===== config.mk =====
export PLATFORM = sky130hd
export DESIGN_NAME = ddr_burst_arbiter_flat
export DESIGN_NICKNAME = d
export VERILOG_FILES = /design/src/rtl/ddr_burst_arbiter_if.sv /design/src/rtl/ddr_burst_arbiter.sv /design/src/flat_wrapper.sv
export SDC_FILE = /design/constraint.sdc
export NUM_CORES = 1
export LEC_CHECK = 0
export ABC_AREA = 1
export BUFFER_PORTS_ARGS = -buffer_cell sky130_fd_sc_hd__buf_2
export CAP_MARGIN = 30
export CORE_AREA = 2 2 101 176
export DETAILED_ROUTE_END_ITERATION = 6
export DIE_AREA = 0 0 103 178
export PLACE_DENSITY_LB_ADDON = 0.2
export SYNTH_ARGS = -nofsm -noshare
export SYNTH_HDL_FRONTEND = slang
export SYNTH_SLANG_ARGS = --single-unit

===== constraint.sdc =====
create_clock -name ddr_clk -period 4.9 [get_ports ddr_clk]
set_clock_uncertainty 0.1 [all_clocks]
set_input_delay 0.245 -clock ddr_clk [delete_from_list [all_inputs] [get_ports ddr_clk]]
set_output_delay 0.245 -clock ddr_clk [all_outputs]
set_load 0.01 [all_outputs]

===== src/rtl/ddr_burst_arbiter_if.sv =====
// ddr_burst_arbiter_if: request/grant and DDR command bundle between the
// frame-buffer channels, the burst arbiter and the DDR controller port.
`default_nettype none

interface ddr_burst_arbiter_if #(
    parameter int NUM_CH = 9,
    parameter int ID_W   = 4
);
    logic [NUM_CH-1:0] wr_req;
    logic [NUM_CH-1:0] rd_req;
    logic              cmd_valid;
    logic              cmd_ready;
    logic              cmd_wr;
    logic [ID_W-1:0]   grant_id;
    logic [NUM_CH-1:0] wr_grant;
    logic [NUM_CH-1:0] rd_grant;
    logic              burst_done;
    logic              busy;
    logic              err_timeout;

    // Arbiter side
    modport master (
        input  wr_req,
        input  rd_req,
        input  cmd_ready,
        input  burst_done,
        output cmd_valid,
        output cmd_wr,
        output grant_id,
        output wr_grant,
        output rd_grant,
        output busy,
        output err_timeout
    );

    // Channel / controller side
    modport slave (
        output wr_req,
        output rd_req,
        output cmd_ready,
        output burst_done,
        input  cmd_valid,
        input  cmd_wr,
        input  grant_id,
        input  wr_grant,
        input  rd_grant,
        input  busy,
        input  err_timeout
    );
endinterface

`default_nettype wire


===== src/rtl/ddr_burst_arbiter.sv =====
// +--------------------------------------------------------------------------+
// | Module   : ddr_burst_arbiter                                              |
// | Brief    : Round-robin burst scheduler sharing one DDR controller port    |
// |            between NUM_CH read/write frame-buffer channels.               |
// | Revision : 1.0  initial release                                           |
// +--------------------------------------------------------------------------+
`default_nettype none

module ddr_burst_arbiter #(
    parameter int NUM_CH      = 9,
    parameter int ID_W        = 4,
    parameter int TIMEOUT_CYC = 4095
) (
    input  wire logic          ddr_clk,
    input  wire logic          sys_rstn,
    ddr_burst_arbiter_if.master bus
);

    localparam int C_TCNT_W = $clog2(TIMEOUT_CYC + 1);
    localparam logic [C_TCNT_W-1:0] C_TCNT_LAST = C_TCNT_W'(TIMEOUT_CYC - 1);
    localparam logic [NUM_CH-1:0]   C_ONE       = {{(NUM_CH-1){1'b0}}, 1'b1};

    typedef enum logic [1:0] {
        S_IDLE = 2'd0,
        S_CMD  = 2'd1,
        S_DATA = 2'd2
    } state_t;

    state_t              r_state,     w_state_nxt;
    logic                r_cmd_valid, w_cmd_valid_nxt;
    logic                r_cmd_wr,    w_cmd_wr_nxt;
    logic [ID_W-1:0]     r_grant_id,  w_grant_id_nxt;
    logic [NUM_CH-1:0]   r_wr_grant,  w_wr_grant_nxt;
    logic [NUM_CH-1:0]   r_rd_grant,  w_rd_grant_nxt;
    logic                r_err,       w_err_nxt;
    logic [ID_W-1:0]     r_wr_ptr,    w_wr_ptr_nxt;
    logic [ID_W-1:0]     r_rd_ptr,    w_rd_ptr_nxt;
    logic                r_last_wr,   w_last_wr_nxt;
    logic [C_TCNT_W-1:0] r_tcnt,      w_tcnt_nxt;

    logic                w_any_wr;
    logic                w_any_rd;
    logic                w_sel_wr;
    logic [ID_W-1:0]     w_wr_pick;
    logic [ID_W-1:0]     w_rd_pick;
    logic [ID_W-1:0]     w_pick;
    logic [ID_W-1:0]     w_pick_inc;
    logic [NUM_CH-1:0]   w_pick_onehot;

    // First requester at or after ptr, wrapping past NUM_CH-1 back to 0
    function automatic logic [ID_W-1:0] rr_pick(input logic [NUM_CH-1:0] req,
                                                input logic [ID_W-1:0]   ptr);
        logic            found;
        logic [ID_W-1:0] pick;
        int              idx;
        found = 1'b0;
        pick  = '0;
        for (int i = 0; i < NUM_CH; i++) begin
            idx = int'(ptr) + i;
            if (idx >= NUM_CH) begin
                idx = idx - NUM_CH;
            end
            if (!found && req[idx]) begin
                found = 1'b1;
                pick  = ID_W'(idx);
            end
        end
        return pick;
    endfunction

    assign w_any_wr      = |bus.wr_req;
    assign w_any_rd      = |bus.rd_req;
    // Both types pending: alternate against the type granted last time
    assign w_sel_wr      = w_any_wr && (!w_any_rd || !r_last_wr);
    assign w_wr_pick     = rr_pick(bus.wr_req, r_wr_ptr);
    assign w_rd_pick     = rr_pick(bus.rd_req, r_rd_ptr);
    assign w_pick        = w_sel_wr ? w_wr_pick : w_rd_pick;
    assign w_pick_inc    = (w_pick == ID_W'(NUM_CH - 1)) ? '0 : w_pick + 1'b1;
    assign w_pick_onehot = C_ONE << w_pick;

    always_comb begin
        w_state_nxt     = r_state;
        w_cmd_valid_nxt = r_cmd_valid;
        w_cmd_wr_nxt    = r_cmd_wr;
        w_grant_id_nxt  = r_grant_id;
        w_wr_grant_nxt  = r_wr_grant;
        w_rd_grant_nxt  = r_rd_grant;
        w_err_nxt       = 1'b0;
        w_wr_ptr_nxt    = r_wr_ptr;
        w_rd_ptr_nxt    = r_rd_ptr;
        w_last_wr_nxt   = r_last_wr;
        w_tcnt_nxt      = r_tcnt;

        case (r_state)
            S_IDLE: begin
                if (w_any_wr || w_any_rd) begin
                    w_state_nxt     = S_CMD;
                    w_cmd_valid_nxt = 1'b1;
                    w_cmd_wr_nxt    = w_sel_wr;
                    w_grant_id_nxt  = w_pick;
                    w_last_wr_nxt   = w_sel_wr;
                    if (w_sel_wr) begin
                        w_wr_grant_nxt = w_pick_onehot;
                        w_wr_ptr_nxt   = w_pick_inc;
                    end else begin
                        w_rd_grant_nxt = w_pick_onehot;
                        w_rd_ptr_nxt   = w_pick_inc;
                    end
                end
            end

            S_CMD: begin
                if (bus.cmd_ready) begin
                    w_state_nxt     = S_DATA;
                    w_cmd_valid_nxt = 1'b0;
                    w_tcnt_nxt      = '0;
                end
            end

            S_DATA: begin
                if (bus.burst_done || (r_tcnt == C_TCNT_LAST)) begin
                    // Pointer already moved at grant, so a hung channel loses its turn
                    w_err_nxt      = !bus.burst_done;
                    w_state_nxt    = S_IDLE;
                    w_cmd_wr_nxt   = 1'b0;
                    w_grant_id_nxt = '0;
                    w_wr_grant_nxt = '0;
                    w_rd_grant_nxt = '0;
                    w_tcnt_nxt     = '0;
                end else begin
                    w_tcnt_nxt = r_tcnt + 1'b1;
                end
            end

            default: begin
                w_state_nxt     = S_IDLE;
                w_cmd_valid_nxt = 1'b0;
                w_cmd_wr_nxt    = 1'b0;
                w_grant_id_nxt  = '0;
                w_wr_grant_nxt  = '0;
                w_rd_grant_nxt  = '0;
                w_tcnt_nxt      = '0;
            end
        endcase
    end

    always_ff @(posedge ddr_clk or negedge sys_rstn) begin
        if (!sys_rstn) begin
            r_state     <= S_IDLE;
            r_cmd_valid <= 1'b0;
            r_cmd_wr    <= 1'b0;
            r_grant_id  <= '0;
            r_wr_grant  <= '0;
            r_rd_grant  <= '0;
            r_err       <= 1'b0;
            r_wr_ptr    <= '0;
            r_rd_ptr    <= '0;
            r_last_wr   <= 1'b0;
            r_tcnt      <= '0;
        end else begin
            r_state     <= w_state_nxt;
            r_cmd_valid <= w_cmd_valid_nxt;
            r_cmd_wr    <= w_cmd_wr_nxt;
            r_grant_id  <= w_grant_id_nxt;
            r_wr_grant  <= w_wr_grant_nxt;
            r_rd_grant  <= w_rd_grant_nxt;
            r_err       <= w_err_nxt;
            r_wr_ptr    <= w_wr_ptr_nxt;
            r_rd_ptr    <= w_rd_ptr_nxt;
            r_last_wr   <= w_last_wr_nxt;
            r_tcnt      <= w_tcnt_nxt;
        end
    end

    assign bus.cmd_valid   = r_cmd_valid;
    assign bus.cmd_wr      = r_cmd_wr;
    assign bus.grant_id    = r_grant_id;
    assign bus.wr_grant    = r_wr_grant;
    assign bus.rd_grant    = r_rd_grant;
    assign bus.busy        = (r_state != S_IDLE);
    assign bus.err_timeout = r_err;

endmodule

`default_nettype wire

===== src/flat_wrapper.sv =====
// flat-port wrapper written by rule: the top's interface ports become plain ports
module ddr_burst_arbiter_flat 
#(
    parameter int NUM_CH      = 9,
    parameter int ID_W        = 4,
    parameter int TIMEOUT_CYC = 4095
)
  (ddr_clk, sys_rstn, bus_wr_req, bus_rd_req, bus_cmd_ready, bus_burst_done, bus_cmd_valid, bus_cmd_wr, bus_grant_id, bus_wr_grant, bus_rd_grant, bus_busy, bus_err_timeout);
  ddr_burst_arbiter_if #(.NUM_CH(NUM_CH), .ID_W(ID_W)) bus_i ();
  input  wire logic ddr_clk;
  input  wire logic sys_rstn;
  input wire logic [$bits(bus_i.wr_req)-1:0] bus_wr_req;
  input wire logic [$bits(bus_i.rd_req)-1:0] bus_rd_req;
  input wire logic [$bits(bus_i.cmd_ready)-1:0] bus_cmd_ready;
  input wire logic [$bits(bus_i.burst_done)-1:0] bus_burst_done;
  output wire logic [$bits(bus_i.cmd_valid)-1:0] bus_cmd_valid;
  output wire logic [$bits(bus_i.cmd_wr)-1:0] bus_cmd_wr;
  output wire logic [$bits(bus_i.grant_id)-1:0] bus_grant_id;
  output wire logic [$bits(bus_i.wr_grant)-1:0] bus_wr_grant;
  output wire logic [$bits(bus_i.rd_grant)-1:0] bus_rd_grant;
  output wire logic [$bits(bus_i.busy)-1:0] bus_busy;
  output wire logic [$bits(bus_i.err_timeout)-1:0] bus_err_timeout;
  assign bus_i.wr_req = bus_wr_req;
  assign bus_i.rd_req = bus_rd_req;
  assign bus_i.cmd_ready = bus_cmd_ready;
  assign bus_i.burst_done = bus_burst_done;
  assign bus_cmd_valid = bus_i.cmd_valid;
  assign bus_cmd_wr = bus_i.cmd_wr;
  assign bus_grant_id = bus_i.grant_id;
  assign bus_wr_grant = bus_i.wr_grant;
  assign bus_rd_grant = bus_i.rd_grant;
  assign bus_busy = bus_i.busy;
  assign bus_err_timeout = bus_i.err_timeout;
  ddr_burst_arbiter #(.NUM_CH(NUM_CH), .ID_W(ID_W), .TIMEOUT_CYC(TIMEOUT_CYC)) u_core (.ddr_clk(ddr_clk), .sys_rstn(sys_rstn), .bus(bus_i));
endmodule

==> flow_summary.yaml, run 1 <==
job:
  max_cap_viol_count: 0
setup_path:
  rr_worst_depth: 26
  startpoint: "u_core.r_wr_ptr[2]"
  cp_max_fo: 15
  crit_type: "reg -> reg"
  r2r_end: "u_core.r_wr_ptr[2]"
  r2r-start: "u_core.r_wr_ptr[2]"
  r2r_slack_ns: 0.45
  cp.required_ns: 4.95
  cp-end-kind: "flip-flop"
  cp.arrival_ns: 4.50
  start_kind: "flip-flop"
route:
  post-route-drc-count: 0
  ant_nets: 0
  firstDrtPassIters: 5
  viasPerCell: 5.62
  vias: 8828
  drt_iter0_drc: 486
  routed_wl_mm: 27.0
  wl_per_cell_um: 17.2
cts:
  cts_max_path_buffers: 2
  cts-buffers-inserted: 5
  worstSkewPairLatency_ns: 0.29
  cts.sinks: 48
  ctsRootBufferMaster: "clkbuf_16"
  htree_levels: 2
  clk_pin_slew_ns: 0.07
  cts_tree: "yes"
place:
  dpl_cell_area_um2: 8090
  place_ws_ns: 0.378
  gp_congestion: 0.997
  port-buffer-count: 47
  post-dp-hpwl_mm: 21.7
floorplan:
  core_um2: 16900
  initial_core_util_pct: 44.4
  die_w_um: 103
  fp-row-count: 63
  boundaryPins: 48
  die_area_um2: 18300
  fp.dieH_um: 178
timing:
  slew_headroom_pct: 49.4
  finalHoldViolCount: 0
  tightest_slew_ns: 0.756
  fmax_mhz: 225
  setup_viol: 0
  maxSlewViolCount: 0
  setup_tns_ns: 0
  period_needed_ns: 4.45
  rsz0062_at_grt: "false"
  setup_ws_ns: 0.446
  period_share_pct: 90.9
yosys:
  synth_area_leaders: "nand2_1 21%, dfrtp_1 16%, nand3_1 14%"
  syn_area_per_cell_um2: 5.86
  synth_top_area_cell: "nand2_1"
  ys.flop_type: "dfrtp_1"
  ys_seq_area_share_pct: 16.0
  syn-cell-area_um2: 7490
  netlist_instances: 1278
  yosys.cell_types.count: 46
  ys_ff_latch: 48
  synth-edff-count: 0
  syn_nets: 1354
  synth_top_area_share_pct: 20.6
  async_reset_ff_share_pct: 100
  ys_warn_count: 0
min_path:
  min_path_cells: 2
  hold_start: "bus_cmd_ready"
  min_path_type: "in -> reg"
  holdPathEnd: "u_core.r_state[0]"
cells_and_area:
  diodes: 0
  nets: 1420
  multi_input_area_um2: 5620
  syn2layout_area_growth_pct: 11.6
  fin_area_um2: 8350
  drive_gt1_share_pct: 14.6
  seq_area_um2: 1200
  nFillCells: 1902
grt:
  track_usage_pct: 30.1
  grt_first_pass_wirelength_mm: 42.9
  grt-ovfl-total: 0
  antenna_found_initial: 0
  grt_pass1_vias: 8430
  grt_max_degree: 26
status:
  outcome: "finished clean"
state kept, by name, indices dropped and copies added, names as in the netlist:
register,flops
u_core.bus.cmd_valid,1
u_core.r_tcnt,12
u_core.r_last_wr,1
u_core.bus.wr_grant,9
u_core.r_wr_ptr,4
u_core.bus.rd_grant,9
u_core.bus.err_timeout,1
u_core.r_state,2
u_core.bus.cmd_wr,1
u_core.bus.grant_id,4
u_core.r_rd_ptr,4
layout make-up:
| class | instances | area share, % |
|---|---|---|
| clock buffer | 5 | 1.50 |
| multi-input combinational | 1058 | 67.3 |
| sequential | 48 | 14.4 |
| timing repair buffer | 74 | 5.42 |
| inverter | 157 | 7.25 |
| tap | 227 | 3.40 |
| clock inverter | 2 | 0.719 |
cells in the mapped netlist (2+ instances only):
cell type / instances
dfrtp_1: 48
inv_4: 4
nor4_1: 4
xor2_1: 15
fa_1: 2
ha_1: 52
xnor2_1: 7
nor2_1: 56
buf_2: 6
and2_1: 2
o211ai_1: 19
or2_1: 2
clkinv_1: 6
nand2_4: 5
o21ai_2: 8
nor3_1: 19
a31oi_1: 2
o21ai_1: 44
nor2_2: 6
nand2_1: 411
nand4_1: 31
nand3b_1: 13
inv_2: 25
nor2_4: 3
nand4_2: 2
o21ai_0: 58
nand3_1: 215
nand2_2: 41
nand3_2: 8
inv_1: 122
o22ai_1: 2
buf_4: 6
a21oi_1: 20
nand3b_2: 2
metal layers:
metal	part of all wire, %	vias up	GRT usage [%]
li1	-	4366	-
met1	35	4006	30.6
met2	52	317	54.2
met3	4.2	139	4.00
met4	9.1	0	21.9
met5	0	-	0
timing repair:
item / CTS / global route
hold endpoints to repair: 23 / 0
hold buffers: 1 / 0
endpoints found under the setup margin: 0 / 26
resized for setup: 0 / 10
buffers inserted: 0 / 4
worst max path at each step:
| stage | to | slack (ns) | cells after the start |
|---|---|---|---|
| after floorplan | u_core.r_rd_ptr[2] | 0.97 | 28 |
| after global placement | u_core.r_rd_ptr[2] | 0.46 | 23 |
| after detailed placement | u_core.r_rd_ptr[2] | 0.38 | 23 |
| after CTS | u_core.r_wr_ptr[2] | 0.34 | 23 |
| after global routing | u_core.r_rd_ptr[2] | 0.04 | 24 |
| final | u_core.r_wr_ptr[2] | 0.45 | 26 |
logic make-up (layout without fill, tap and decap cells):
| group | Yosys count | after routing | synth area share [%] |
|---|---|---|---|
| compound gates | 159 | 159 | 12.0 |
| flops | 48 | 48 | 16.0 |
| buf+inv | 172 | 238 | 9.26 |
| simple gates | 823 | 823 | 50.9 |
| xor+xnor | 22 | 22 | 2.57 |
| fa+ha+maj | 54 | 54 | 9.22 |
worst max-delay path: stages, from the launching register on:
cell and delay (ns):
dfrtp_2 0.49, clkinv_4 0.16, ha_1 0.16, inv_1 0.05, ha_1 0.20, a21oi_1 0.25, nand3_2 0.18, nand2_2 0.17
nand2_1 0.06, o21ai_1 0.08, nand2_1 0.06, nand3_1 0.06, nand3_1 0.08, nand2_2 0.17, nand3_2 0.22, nor2_2 0.24
nand4_1 0.20, inv_1 0.14, nand2_1 0.06, o21ai_0 0.09, nand3_1 0.15, nand2_1 0.18, inv_1 0.09, ha_1 0.21
ha_1 0.29, nand3_1 0.10, o21ai_1 0.08
cell usage in the layout, fill, tap and decap left out, types with 6 or more instances in the layout:
master / n
ha_1: 52
nor2_1: 55
nand3_1: 212
xor2_1: 15
o211ai_1: 19
clkinv_1: 6
a21oi_1: 20
nand4_1: 31
dfrtp_1: 47
xnor2_1: 7
o21ai_2: 10
nand3_2: 11
o21ai_0: 58
inv_2: 25
nand2_1: 411
buf_2: 47
nor3_1: 19
nand2_2: 41
nand3b_1: 13
buf_4: 25
nor2_2: 6
o21ai_1: 42
inv_1: 121
stage by stage:
| step | hold slack, ns | std cells | utilization (%) |
|---|---|---|---|
| 5_1_grt | 0.0661 | 1571 | 49.5 |
| 4_1_cts | 0.0651 | 1567 | 49.1 |
| 2_1_floorplan | -0.151 | 1278 | - |
| 3_3_place_gp | 0.353 | 1558 | 47.8 |
| 6_report | 0.0608 | 1571 | 49.5 |
| 3_5_place_dp | 0.168 | 1559 | 48.0 |
Power of run 1 is left out: the tool's default activity adds up to more than one toggle a clock period on the data nets, which glitch-free logic cannot reach.
==> run 2, diff against run 1 <==
Settings changed: BUFFER_PORTS_ARGS -buffer_cell sky130_fd_sc_hd__buf_2 to -buffer_cell sky130_fd_sc_hd__buf_4, SKIP_LAST_GASP set to 1.
==> run 2 against run 1 <==
Against the previous run:
- the flow now finishes with violations (design-rule violations)
- global-route usage shrank 0.72 points
- routed wire length shrank 0.98%
- hold slack worse by 0.0057 ns
- core utilization increased by 0.22 points
- register-to-register slack got worse by 0.05 ns
- sequential share of layout area is 0.062 points lower
- first-iteration DRC count grew 11%
- setup slack worse by 0.055 ns
- clock-buffer cell count grew 1
- final cell count fell by 0.19%
- die area did not move
- critical endpoint is now u_core.r_rd_ptr[2]
==> flow_summary.yaml, run 2 (same netlist as run 1, synthesis figures left out) <==
status:
  outcome: "finished with violations"
  violations: "design-rule violations"
min_path:
  min_path_type: "in -> reg"
  hold_start: "bus_cmd_ready"
cells_and_area:
  drive_gt1_share_pct: 13.9
  syn2layout_area_growth_pct: 12.0
  nFillCells: 1846
  final_common_cell: "nand2_1"
  diodes: 0
  nets: 1416
  seq_area_um2: 1200
  final_cell_mix: "411 x nand2_1, 214 x nand3_1, 122 x inv_1"
  top_register: "u_core.r_tcnt"
  largest_reg_flops: 12
  multi_input_area_um2: 5600
cts:
  cts_tree: "yes"
  worstSkewPairLatency_ns: 0.29
  cts_max_path_buffers: 2
  htree_levels: 2
  cts.sinks: 48
  cts-buffers-inserted: 5
  clk_pin_slew_ns: 0.06
  ctsRootBufferMaster: "clkbuf_16"
floorplan:
  initial_core_util_pct: 44.4
  fp-row-count: 63
  boundaryPins: 48
  fp.dieH_um: 178
  die_area_um2: 18300
  core_um2: 16900
  die_w_um: 103
setup_path:
  crit_type: "reg -> reg"
  cp-end-kind: "flip-flop"
  crit_buf_inv: 5
  path_common_cell: "nand2_1"
  slowest_delay_ns: 0.40
  cp.arrival_ns: 4.56
  start_kind: "flip-flop"
  r2r_slack_ns: 0.39
  cp_max_fo: 7
  cp_top_family: "simple AND/OR/NAND/NOR gates"
  crit_path_top_delay_cell: "dfrtp_1"
  cp.required_ns: 4.95
  startpoint: "u_core.r_wr_ptr[1]"
  r2r-start: "u_core.r_wr_ptr[1]"
grt:
  antenna_found_initial: 0
  grt_pass1_vias: 8308
  grt_first_pass_wirelength_mm: 42.0
  grt-ovfl-total: 0
  grt_max_degree: 49
  track_usage_pct: 29.4
timing:
  finalHoldViolCount: 0
  tightest_slew_ns: 0.771
  setup_ws_ns: 0.391
  fmax_mhz: 222
  setup_viol: 0
  slew_headroom_pct: 48.4
  period_needed_ns: 4.51
  period_share_pct: 92.0
  rsz0062_at_grt: "false"
  maxSlewViolCount: 0
  setup_tns_ns: 0
place:
  port-buffer-count: 47
  place_ws_ns: 0.379
  post-dp-hpwl_mm: 21.5
  gp_congestion: 1.00
route:
  post-route-drc-count: 1
  vias: 8831
  drt_iter0_drc: 539
  wl_per_cell_um: 17.1
  firstDrtPassIters: 7
  routed_wl_mm: 26.8
  viasPerCell: 5.63
  ant_nets: 0
job:
  max_cap_viol_count: 0
[run 2: routing by layer]
layer	vias to the layer above	GRT usage [%]	wire, µm
li1	4351	-	-
met1	3995	29.7	9340
met2	345	53.4	13800
met3	140	3.41	1220
met4	0	21.7	2370
met5	-	0	0
[run 2: final timing paths]
path                       cells after the start                     end
min reg2reg                                    2  u_core.bus.wr_grant[2]
min                                            2       u_core.r_state[0]
max reg2reg                                   25      u_core.r_rd_ptr[2]
max                                           25      u_core.r_rd_ptr[2]
min in group asynchronous                      2  u_core.bus.rd_grant[2]
max in group asynchronous                      2      u_core.r_wr_ptr[2]
[run 2: worst register-to-register path: cells and delay by family (launching register included)]
kind | cells | cell delay (ns)
flops | 1 | 0.40
fa+ha+maj | 4 | 1.03
compound gates | 3 | 0.36
buf+inv | 5 | 0.77
simple gates | 13 | 1.72
[run 2: final cells by class]
class / count / share of cell area (%)
Clock buffer: 6 / 1.66
Clock inverter: 2 / 0.462
Inverter: 157 / 7.14
Multi-Input combinational cell: 1058 / 66.7
Sequential cell: 48 / 14.3
Tap cell: 227 / 3.39
Timing Repair Buffer: 70 / 6.29
[run 2: what timing repair did]
action                                  in CTS  in global routing
endpoints found under the hold margin       48                  0
setup buffers                                0                  0
gates resized for setup                      0                  3
hold buffers                                 1                  0
endpoints found under the setup margin       0                  9
[run 2: metrics by stage]
stage | instances | instance area, µm² | hold slack, ns | utilization, %
2_1_floorplan | 1278 | 7490 | -0.151 | -
3_3_place_gp | 1559 | 8200 | 0.201 | 48.6
3_5_place_dp | 1559 | 8200 | 0.203 | 48.6
4_1_cts | 1568 | 8380 | 0.0606 | 49.7
5_1_grt | 1568 | 8390 | 0.0654 | 49.7
6_report | 1568 | 8390 | 0.0551 | 49.7
Power of run 2 is left out for the same reason.
